## src/rtl/keypad_pkg.sv

```systemverilog
// Shared keypad constants: key-code values, key count and code width.
// Latency: n/a (constants and types only).
// Backpressure: n/a.
package keypad_pkg;

  localparam int NUM_KEYS   = 12;
  localparam int KEY_CODE_W = 4;

  typedef logic [KEY_CODE_W-1:0] key_code_t;
  typedef logic [NUM_KEYS-1:0]   key_mask_t;

  // Code of a key equals its bit index in the scanner level vector.
  localparam key_code_t KEY_0     = 4'd0;
  localparam key_code_t KEY_1     = 4'd1;
  localparam key_code_t KEY_2     = 4'd2;
  localparam key_code_t KEY_3     = 4'd3;
  localparam key_code_t KEY_4     = 4'd4;
  localparam key_code_t KEY_5     = 4'd5;
  localparam key_code_t KEY_6     = 4'd6;
  localparam key_code_t KEY_7     = 4'd7;
  localparam key_code_t KEY_8     = 4'd8;
  localparam key_code_t KEY_9     = 4'd9;
  localparam key_code_t KEY_STAR  = 4'd10;
  localparam key_code_t KEY_SHARP = 4'd11;

endpackage

```

## src/rtl/keypad_event_encoder_if.sv

```systemverilog
// Key-event stream: valid/ready handshake carrying one key code per transfer.
// Latency: n/a (wires only).
// Backpressure: producer holds ev_valid/ev_code until ev_ready is seen high.
interface keypad_event_encoder_if;

  logic                         ev_valid;
  logic [keypad_pkg::KEY_CODE_W-1:0] ev_code;
  logic                         ev_ready;

  modport master (output ev_valid, output ev_code, input ev_ready);
  modport slave  (input ev_valid, input ev_code, output ev_ready);

endinterface

```

## src/rtl/keypad_debounce.sv

```systemverilog
// One-key debouncer: level flips only after DEBOUNCE_CYCLES consecutive differing samples.
// Latency: stable follows raw DEBOUNCE_CYCLES clk after a clean change; rise pulses the cycle before.
// Backpressure: none; free-running per key.
module keypad_debounce #(
  parameter int unsigned DEBOUNCE_CYCLES = 1_000_000
) (
  input  logic clk,
  input  logic rst,
  input  logic raw,
  output logic stable,
  output logic rise
);

  localparam int unsigned CNT_W = $clog2(DEBOUNCE_CYCLES + 1);

  logic [CNT_W-1:0] cnt_q;
  logic             flip;

  // The counter is about to reach DEBOUNCE_CYCLES: stable takes raw on this edge.
  assign flip = (raw != stable) && (cnt_q == CNT_W'(DEBOUNCE_CYCLES - 1));
  // Rise is early by one cycle so the press can be marked pending on the same edge stable rises.
  assign rise = flip & raw;

  // Count consecutive disagreeing samples; any agreement restarts the count.
  always_ff @(posedge clk or negedge rst) begin
    if (!rst) begin
      cnt_q  <= '0;
      stable <= 1'b0;
    end else if (raw == stable) begin
      cnt_q  <= '0;
    end else if (flip) begin
      cnt_q  <= '0;
      stable <= raw;
    end else begin
      cnt_q  <= cnt_q + 1'b1;
    end
  end

endmodule

```

## src/rtl/keypad_event_encoder.sv

```systemverilog
// Keypad event encoder: debounce 12 keys, queue each press as a key code (KEYPAD_AUTOREPEAT_EN adds hold-repeat).
// Latency: ev_valid rises 1 clk after the key_down bit when the FIFO is empty.
// Backpressure: FIFO full holds presses in the pending mask; a re-press of a still-pending key sets ovf.
module keypad_event_encoder
  import keypad_pkg::*;
#(
  parameter int unsigned DEBOUNCE_CYCLES = 1_000_000,
  parameter int unsigned FIFO_DEPTH      = 4,
  parameter int unsigned REPEAT_DELAY    = 25_000_000,
  parameter int unsigned REPEAT_PERIOD   = 10_000_000
) (
  input  logic                        clk,
  input  logic                        rst,
  input  logic [NUM_KEYS-1:0]         key_raw,
  keypad_event_encoder_if.master      ev,
  output logic [NUM_KEYS-1:0]         key_down,
  output logic [$clog2(FIFO_DEPTH):0] fifo_count,
  output logic                        ovf,
  input  logic                        ovf_clr
);

  localparam int PTR_W = $clog2(FIFO_DEPTH);
  localparam int CNT_W = PTR_W + 1;

  if (FIFO_DEPTH < 2 || (FIFO_DEPTH & (FIFO_DEPTH - 1)) != 0 ||
      DEBOUNCE_CYCLES < 2 || REPEAT_DELAY < 2 || REPEAT_PERIOD < 1) begin : g_bad_param
    $error("keypad_event_encoder: illegal parameter value");
  end

  key_mask_t rise;
  key_mask_t rep_mask;
  key_mask_t pend_q;
  key_mask_t push_mask;
  key_mask_t lost;

  key_code_t mem [FIFO_DEPTH];
  logic [PTR_W-1:0] wr_q, rd_q, rd_n;
  logic [CNT_W-1:0] count_q, count_n;
  key_code_t        code_q, head_n;

  logic      sel_vld;
  key_code_t sel_code;
  logic      push, pop;

  for (genvar g = 0; g < NUM_KEYS; g++) begin : g_key
    keypad_debounce #(.DEBOUNCE_CYCLES(DEBOUNCE_CYCLES)) u_db (
      .clk    (clk),
      .rst    (rst),
      .raw    (key_raw[g]),
      .stable (key_down[g]),
      .rise   (rise[g])
    );
  end

`ifdef KEYPAD_AUTOREPEAT_EN
  localparam int unsigned REP_MAX = (REPEAT_DELAY > REPEAT_PERIOD) ? REPEAT_DELAY : REPEAT_PERIOD;
  localparam int unsigned REP_W   = $clog2(REP_MAX + 1);

  logic [REP_W-1:0] rep_cnt_q;
  logic             rep_first_q;
  key_mask_t        kd_prev_q;
  logic             held;
  logic             rep_fire;

  // Exactly one key down and unchanged since the last cycle. The counter only starts one cycle
  // after a key_down change is seen, so the first threshold is one short of REPEAT_DELAY.
  assign held     = (key_down != '0) && ((key_down & (key_down - 1'b1)) == '0) && (key_down == kd_prev_q);
  assign rep_fire = held && ((rep_cnt_q + 1'b1) ==
                    (rep_first_q ? REP_W'(REPEAT_DELAY - 1) : REP_W'(REPEAT_PERIOD)));
  assign rep_mask = rep_fire ? key_down : '0;

  // Hold timer: restarts on any key_down change, first interval REPEAT_DELAY then REPEAT_PERIOD.
  always_ff @(posedge clk or negedge rst) begin
    if (!rst) begin
      rep_cnt_q   <= '0;
      rep_first_q <= 1'b1;
      kd_prev_q   <= '0;
    end else begin
      kd_prev_q <= key_down;
      if (!held) begin
        rep_cnt_q   <= '0;
        rep_first_q <= 1'b1;
      end else if (rep_fire) begin
        rep_cnt_q   <= '0;
        rep_first_q <= 1'b0;
      end else begin
        rep_cnt_q   <= rep_cnt_q + 1'b1;
      end
    end
  end
`else
  assign rep_mask = '0;
`endif

  // Lowest-index pending key wins, so simultaneous presses leave in ascending code order.
  always_comb begin
    sel_vld  = 1'b0;
    sel_code = '0;
    for (int i = NUM_KEYS - 1; i >= 0; i--) begin
      if (pend_q[i]) begin
        sel_vld  = 1'b1;
        sel_code = KEY_CODE_W'(i);
      end
    end
  end

  assign pop       = ev.ev_valid & ev.ev_ready;
  assign push      = sel_vld && ((count_q != CNT_W'(FIFO_DEPTH)) || pop);
  assign push_mask = push ? (key_mask_t'(1) << sel_code) : '0;
  // Only a real press landing on a still-pending bit is a loss; repeats merge silently.
  assign lost      = rise & pend_q & ~push_mask;

  // Next FIFO state and the head code that ev_code will register.
  always_comb begin
    count_n = count_q + CNT_W'(push) - CNT_W'(pop);
    rd_n    = pop ? rd_q + 1'b1 : rd_q;
    head_n  = '0;
    if (count_n != '0) begin
      // The head is the entry written on this very edge when nothing older remains.
      if (push && (count_q == '0 || (pop && count_q == CNT_W'(1)))) begin
        head_n = sel_code;
      end else begin
        head_n = mem[rd_n];
      end
    end
  end

  // Pending mask, FIFO pointers, registered head code and sticky overflow.
  always_ff @(posedge clk or negedge rst) begin
    if (!rst) begin
      pend_q  <= '0;
      wr_q    <= '0;
      rd_q    <= '0;
      count_q <= '0;
      code_q  <= '0;
      ovf     <= 1'b0;
    end else begin
      pend_q  <= (pend_q & ~push_mask) | rise | rep_mask;
      wr_q    <= push ? wr_q + 1'b1 : wr_q;
      rd_q    <= rd_n;
      count_q <= count_n;
      code_q  <= head_n;
      if (lost != '0) begin
        ovf <= 1'b1;
      end else if (ovf_clr) begin
        ovf <= 1'b0;
      end
    end
  end

  // Entry storage carries no reset; only slots covered by count_q are ever read.
  always_ff @(posedge clk) begin
    if (push) begin
      mem[wr_q] <= sel_code;
    end
  end

  assign ev.ev_valid = (count_q != '0);
  assign ev.ev_code  = code_q;
  assign fifo_count  = count_q;

endmodule
```

## src/flat_wrapper.sv

```systemverilog
// flat-port wrapper written by rule: the top's interface ports become plain ports
module keypad_event_encoder_flat import keypad_pkg::*;
#(
  parameter int unsigned DEBOUNCE_CYCLES = 1_000_000,
  parameter int unsigned FIFO_DEPTH      = 4,
  parameter int unsigned REPEAT_DELAY    = 25_000_000,
  parameter int unsigned REPEAT_PERIOD   = 10_000_000
)
  (clk, rst, key_raw, key_down, fifo_count, ovf, ovf_clr, ev_ev_valid, ev_ev_code, ev_ev_ready);
  keypad_event_encoder_if ev_i ();
  input  logic clk;
  input  logic rst;
  input  logic [NUM_KEYS-1:0] key_raw;
  output logic [NUM_KEYS-1:0] key_down;
  output logic [$clog2(FIFO_DEPTH):0] fifo_count;
  output logic ovf;
  input  logic ovf_clr;
  output wire logic [$bits(ev_i.ev_valid)-1:0] ev_ev_valid;
  output wire logic [$bits(ev_i.ev_code)-1:0] ev_ev_code;
  input wire logic [$bits(ev_i.ev_ready)-1:0] ev_ev_ready;
  assign ev_ev_valid = ev_i.ev_valid;
  assign ev_ev_code = ev_i.ev_code;
  assign ev_i.ev_ready = ev_ev_ready;
  keypad_event_encoder #(.DEBOUNCE_CYCLES(DEBOUNCE_CYCLES), .FIFO_DEPTH(FIFO_DEPTH), .REPEAT_DELAY(REPEAT_DELAY), .REPEAT_PERIOD(REPEAT_PERIOD)) u_core (.clk(clk), .rst(rst), .key_raw(key_raw), .ev(ev_i), .key_down(key_down), .fifo_count(fifo_count), .ovf(ovf), .ovf_clr(ovf_clr));
endmodule
```

## config.mk

```make
export PLATFORM = sky130hd
export DESIGN_NAME = keypad_event_encoder_flat
export DESIGN_NICKNAME = d
export VERILOG_FILES = /design/src/rtl/keypad_pkg.sv /design/src/rtl/keypad_event_encoder_if.sv /design/src/rtl/keypad_debounce.sv /design/src/rtl/keypad_event_encoder.sv /design/src/flat_wrapper.sv
export SDC_FILE = /design/constraint.sdc
export NUM_CORES = 1
export LEC_CHECK = 0
export CAP_MARGIN = 20
export CORE_MARGIN = 1.5
export CORE_UTILIZATION = 43
export DETAILED_ROUTE_END_ITERATION = 6
export DONT_BUFFER_PORTS = 1
export SETUP_SLACK_MARGIN = 0.02
export SLEW_MARGIN = 20
export SYNTH_ARGS = -nofsm -noshare
export SYNTH_HDL_FRONTEND = slang
export SYNTH_HIERARCHICAL = 1
export SYNTH_SLANG_ARGS = --single-unit
export TNS_END_PERCENT = 1
```

## constraint.sdc

```tcl
create_clock -name clk -period 4.9 [get_ports clk]
set_clock_uncertainty 0.2 [all_clocks]
set_input_delay 0.49 -clock clk [delete_from_list [all_inputs] [get_ports clk]]
set_output_delay 0.49 -clock clk [all_outputs]
set_load 0.05 [all_outputs]
```

==> reports/results.tsv <==
metric	value	unit
status	complete, but fails checks	
violations	hold timing	
cpPeakStageDelay	0.75	ns
portBuffers	0	
dp.cells	1855	
synth_top_flop_cell	dfrtp_1	
ys_ff_latch	292	
reg2reg_setup_slack	1.00	ns
min_period_over_period	79.49	%
finalSetupViolations	0	
arrival	4.09	ns
syn_nets	1447	
cts_hold_buf	13	
cp_max_fo	8	
layout.cells.non_filler	1931	
root_buffer	clkbuf_16	
hold_slack	-0.5093	ns
yosysWarnings	6	
drc	0	
htreeDepth	2	
grt_start_max_net_pins	277	
globalRoute.totalOverflow	0	
synth_xor_area_share	9.993	%
p_sw_share	28.72	%
worstSetupPathType	flop to flop	
coreArea	34800	um2
synth_cells	1413	
routabilityCongestion	0.7960	
crit_top_cell	nand2_1	
startpoint	u_core/fifo_count[2]	
crit_path_end	u_core/ev.ev_code[0]	
ant_nets	0	
grt_pass1_wl	51940	um
rsz0062_at_grt	false	
antenna_cells	0	
max_freq	256.7	MHz
power_frac_clock	39.9	%
nFillCells	3179	
syn_to_final_growth	11.61	%
relSlewSlack	30.63	%
tritoncts	done	
synthesis.area	15290	um2
powerDensity	381.8	nW/um2
dieArea	36690	um2
synth_edf_count	16	
cts_buffers	36	
combPwrFrac	15.1	%
reg2reg_depth	12	
routedWlPerCell	15.43	um
max-clock-path-buffers	3	
drv_slew	0	
rr_endpoint	u_core/ev.ev_code[0]	
firstDrtPassIters	4	
grt_pass1_vias	10630	
avgSynthCellArea	10.82	um2
cts_sinks	292	
gr-usage-all-layers	16.91	%
p_sw	0.001871	W
p_seq_share	45.1	%
rows	68	
start_kind	flop	
intPower	0.004643	W
tightestPinTransition	1.037	ns
initial_core_util	43.93	%
synth_top_family_by_area	simple AND/OR/NAND/NOR gates	
hold_class	input port to asynchronous set/reset pin	
p_leak	6.925	nW
min_period	3.895	ns
vdd_ir_drop_max	0.0002785	V
synthMuxAreaShare	2.554	%
hold_viol	276	
clk_pin_slew_worst_paths	0.06	ns
synth_area_leaders	dfrtp_1, xnor2_1, nor2_1	
dp_hpwl	19190	um
multi_input_area	7675	um2
required	5.09	ns
dieWidth	191.6	um
synth_commonest_cells	dfrtp_1, nor2_1, xnor2_1	
synth_fa_ha_area_share	1.522	%
io_pins	37	
synth_compound_area_share	8.152	%
ctsResizeCount	0	
synthArstFlopShare	94.52	%
synth_top_area_cell	dfrtp_1	
yosysMostFrequentCell	dfrtp_1	
die_y	191.6	um
ff_latch_area	7387	um2
yosysUniqueCellTypes	64	
slowest_stage	dfrtp_1	
antenna_found_initial	0	
drive_gt1_share	13.08	%
rr_startpoint	u_core/fifo_count[2]	
drt_first_iter_violations	503	
yosys.area_share.simple	27.98	%
max_cap_viol_count	0	
cp-end-kind	flop	
seq_area_frac_synth	48.32	%
postCtsSetupRepairBufs	0	
totalWireLength	29800	um
crit_chain	nor4b_2 > a31oi_1 > nand2_1 > nand2_1 > ha_1 > fa_1 > xnor3_1 > nor3_1 > a21oi_1 > nand2_1 > o22ai_1 > a31o_2	
synth.top_cell.area_share	45.18	%
layout.nets	1485	
tns	0	ns
viasPerCell	5.514	
clk_latency	0.51	ns
vias	10648	
[power by group through the flow]
stage	clock network, W	logic (W)	registers, W
final	0.00260	0.000982	0.00294
after global routing	0.00279	0.00110	0.00296
after CTS	0.00268	0.000993	0.00294
after detailed placement	0	0.000972	0.00298
after global placement	0	0.000953	0.00298
after floorplan	0	0.000770	0.00293
[layout make-up]
type                            instances  share of cell area (%)
Timing Repair Buffer                   13                  0.7626
Clock inverter                         15                  0.7773
Multi-Input combinational cell       1073                   44.98
Sequential cell                       292                   43.29
Tap cell                              455                   3.337
Inverter                               35                  0.7700
Clock buffer                           48                   6.079
[worst max-delay path, delay by kind of cell (launching register included)]
family / cells / cell delay [ns]
XOR/XNOR: 1 / 0.21
flip-flops: 1 / 0.75
AO/OA/AOI/OAI: 4 / 0.69
adder cells (fa/ha/maj): 2 / 0.58
AND/OR/NAND/NOR: 5 / 1.34
[placed cells by master (no fill, tap or decap), types with 34 or more instances in the layout]
cell type	synthesis	routed
and3_1	36	36
inv_1	34	34
nor2_1	200	200
xor2_1	84	84
a21oi_1	62	62
clkbuf_16	0	37
or4_1	37	37
nand3_1	67	67
xnor2_1	86	86
dfrtp_1	276	276
nand2_1	83	83
o31ai_1	38	38
[per-layer routing]
layer	wire length, um	global-route usage [%]	part of all wire, %	vias up
met1	14530	23.37	49	5265
li1	-	-	-	5244
met3	930	3.011	3.1	42
met5	0	0	0	-
met4	467	3.906	1.6	0
met2	13870	27.63	47	97
[cell families (layout without fill, tap and decap cells)]
group	count (synthesis)	in the layout
adders and majority gates	18	18
DFF	292	292
xor gates and xnor gates	172	172
AOI/OAI and AO/OA	159	159
muxes	33	33
buffers and inverters	48	111
and+or+nand+nor	691	691
[stage by stage]
step	util, %	cell area, um2	total power (W)	worst slack, ns
after floorplan	-	15290	0.003700	1.529
after global placement	45.30	15760	0.003929	1.203
after detailed placement	45.30	15760	0.003951	1.055
after CTS	49.03	17060	0.006614	0.9898
after global routing	49.03	17060	0.006853	0.7064
final	49.03	17060	0.006514	1.005
[registers in the layout, summed over array words and instances (netlist names)]
signal and cells:
u_core/ev.ev_code 4, u_core/fifo_count 3, u_core/g_key.u_db/cnt_q 240, u_core/g_key.u_db/stable 12
u_core/mem 16, u_core/ovf 1, u_core/pend_q 12, u_core/rd_q 2
u_core/wr_q 2
[how the worst min path moves through the flow]
stage	start	end	depth (start not counted)
finish	rst	u_core/g_key[8].u_db/cnt_q[19]	0
global route	rst	u_core/g_key[8].u_db/cnt_q[17]	0
CTS	rst	u_core/g_key[8].u_db/cnt_q[17]	0
detailed placement	rst	u_core/g_key[8].u_db/cnt_q[17]	0
global placement	rst	u_core/g_key[8].u_db/cnt_q[19]	0
floorplan	rst	u_core/ev.ev_code[0]	0
Note: power is estimated with default switching activity, not from simulation.
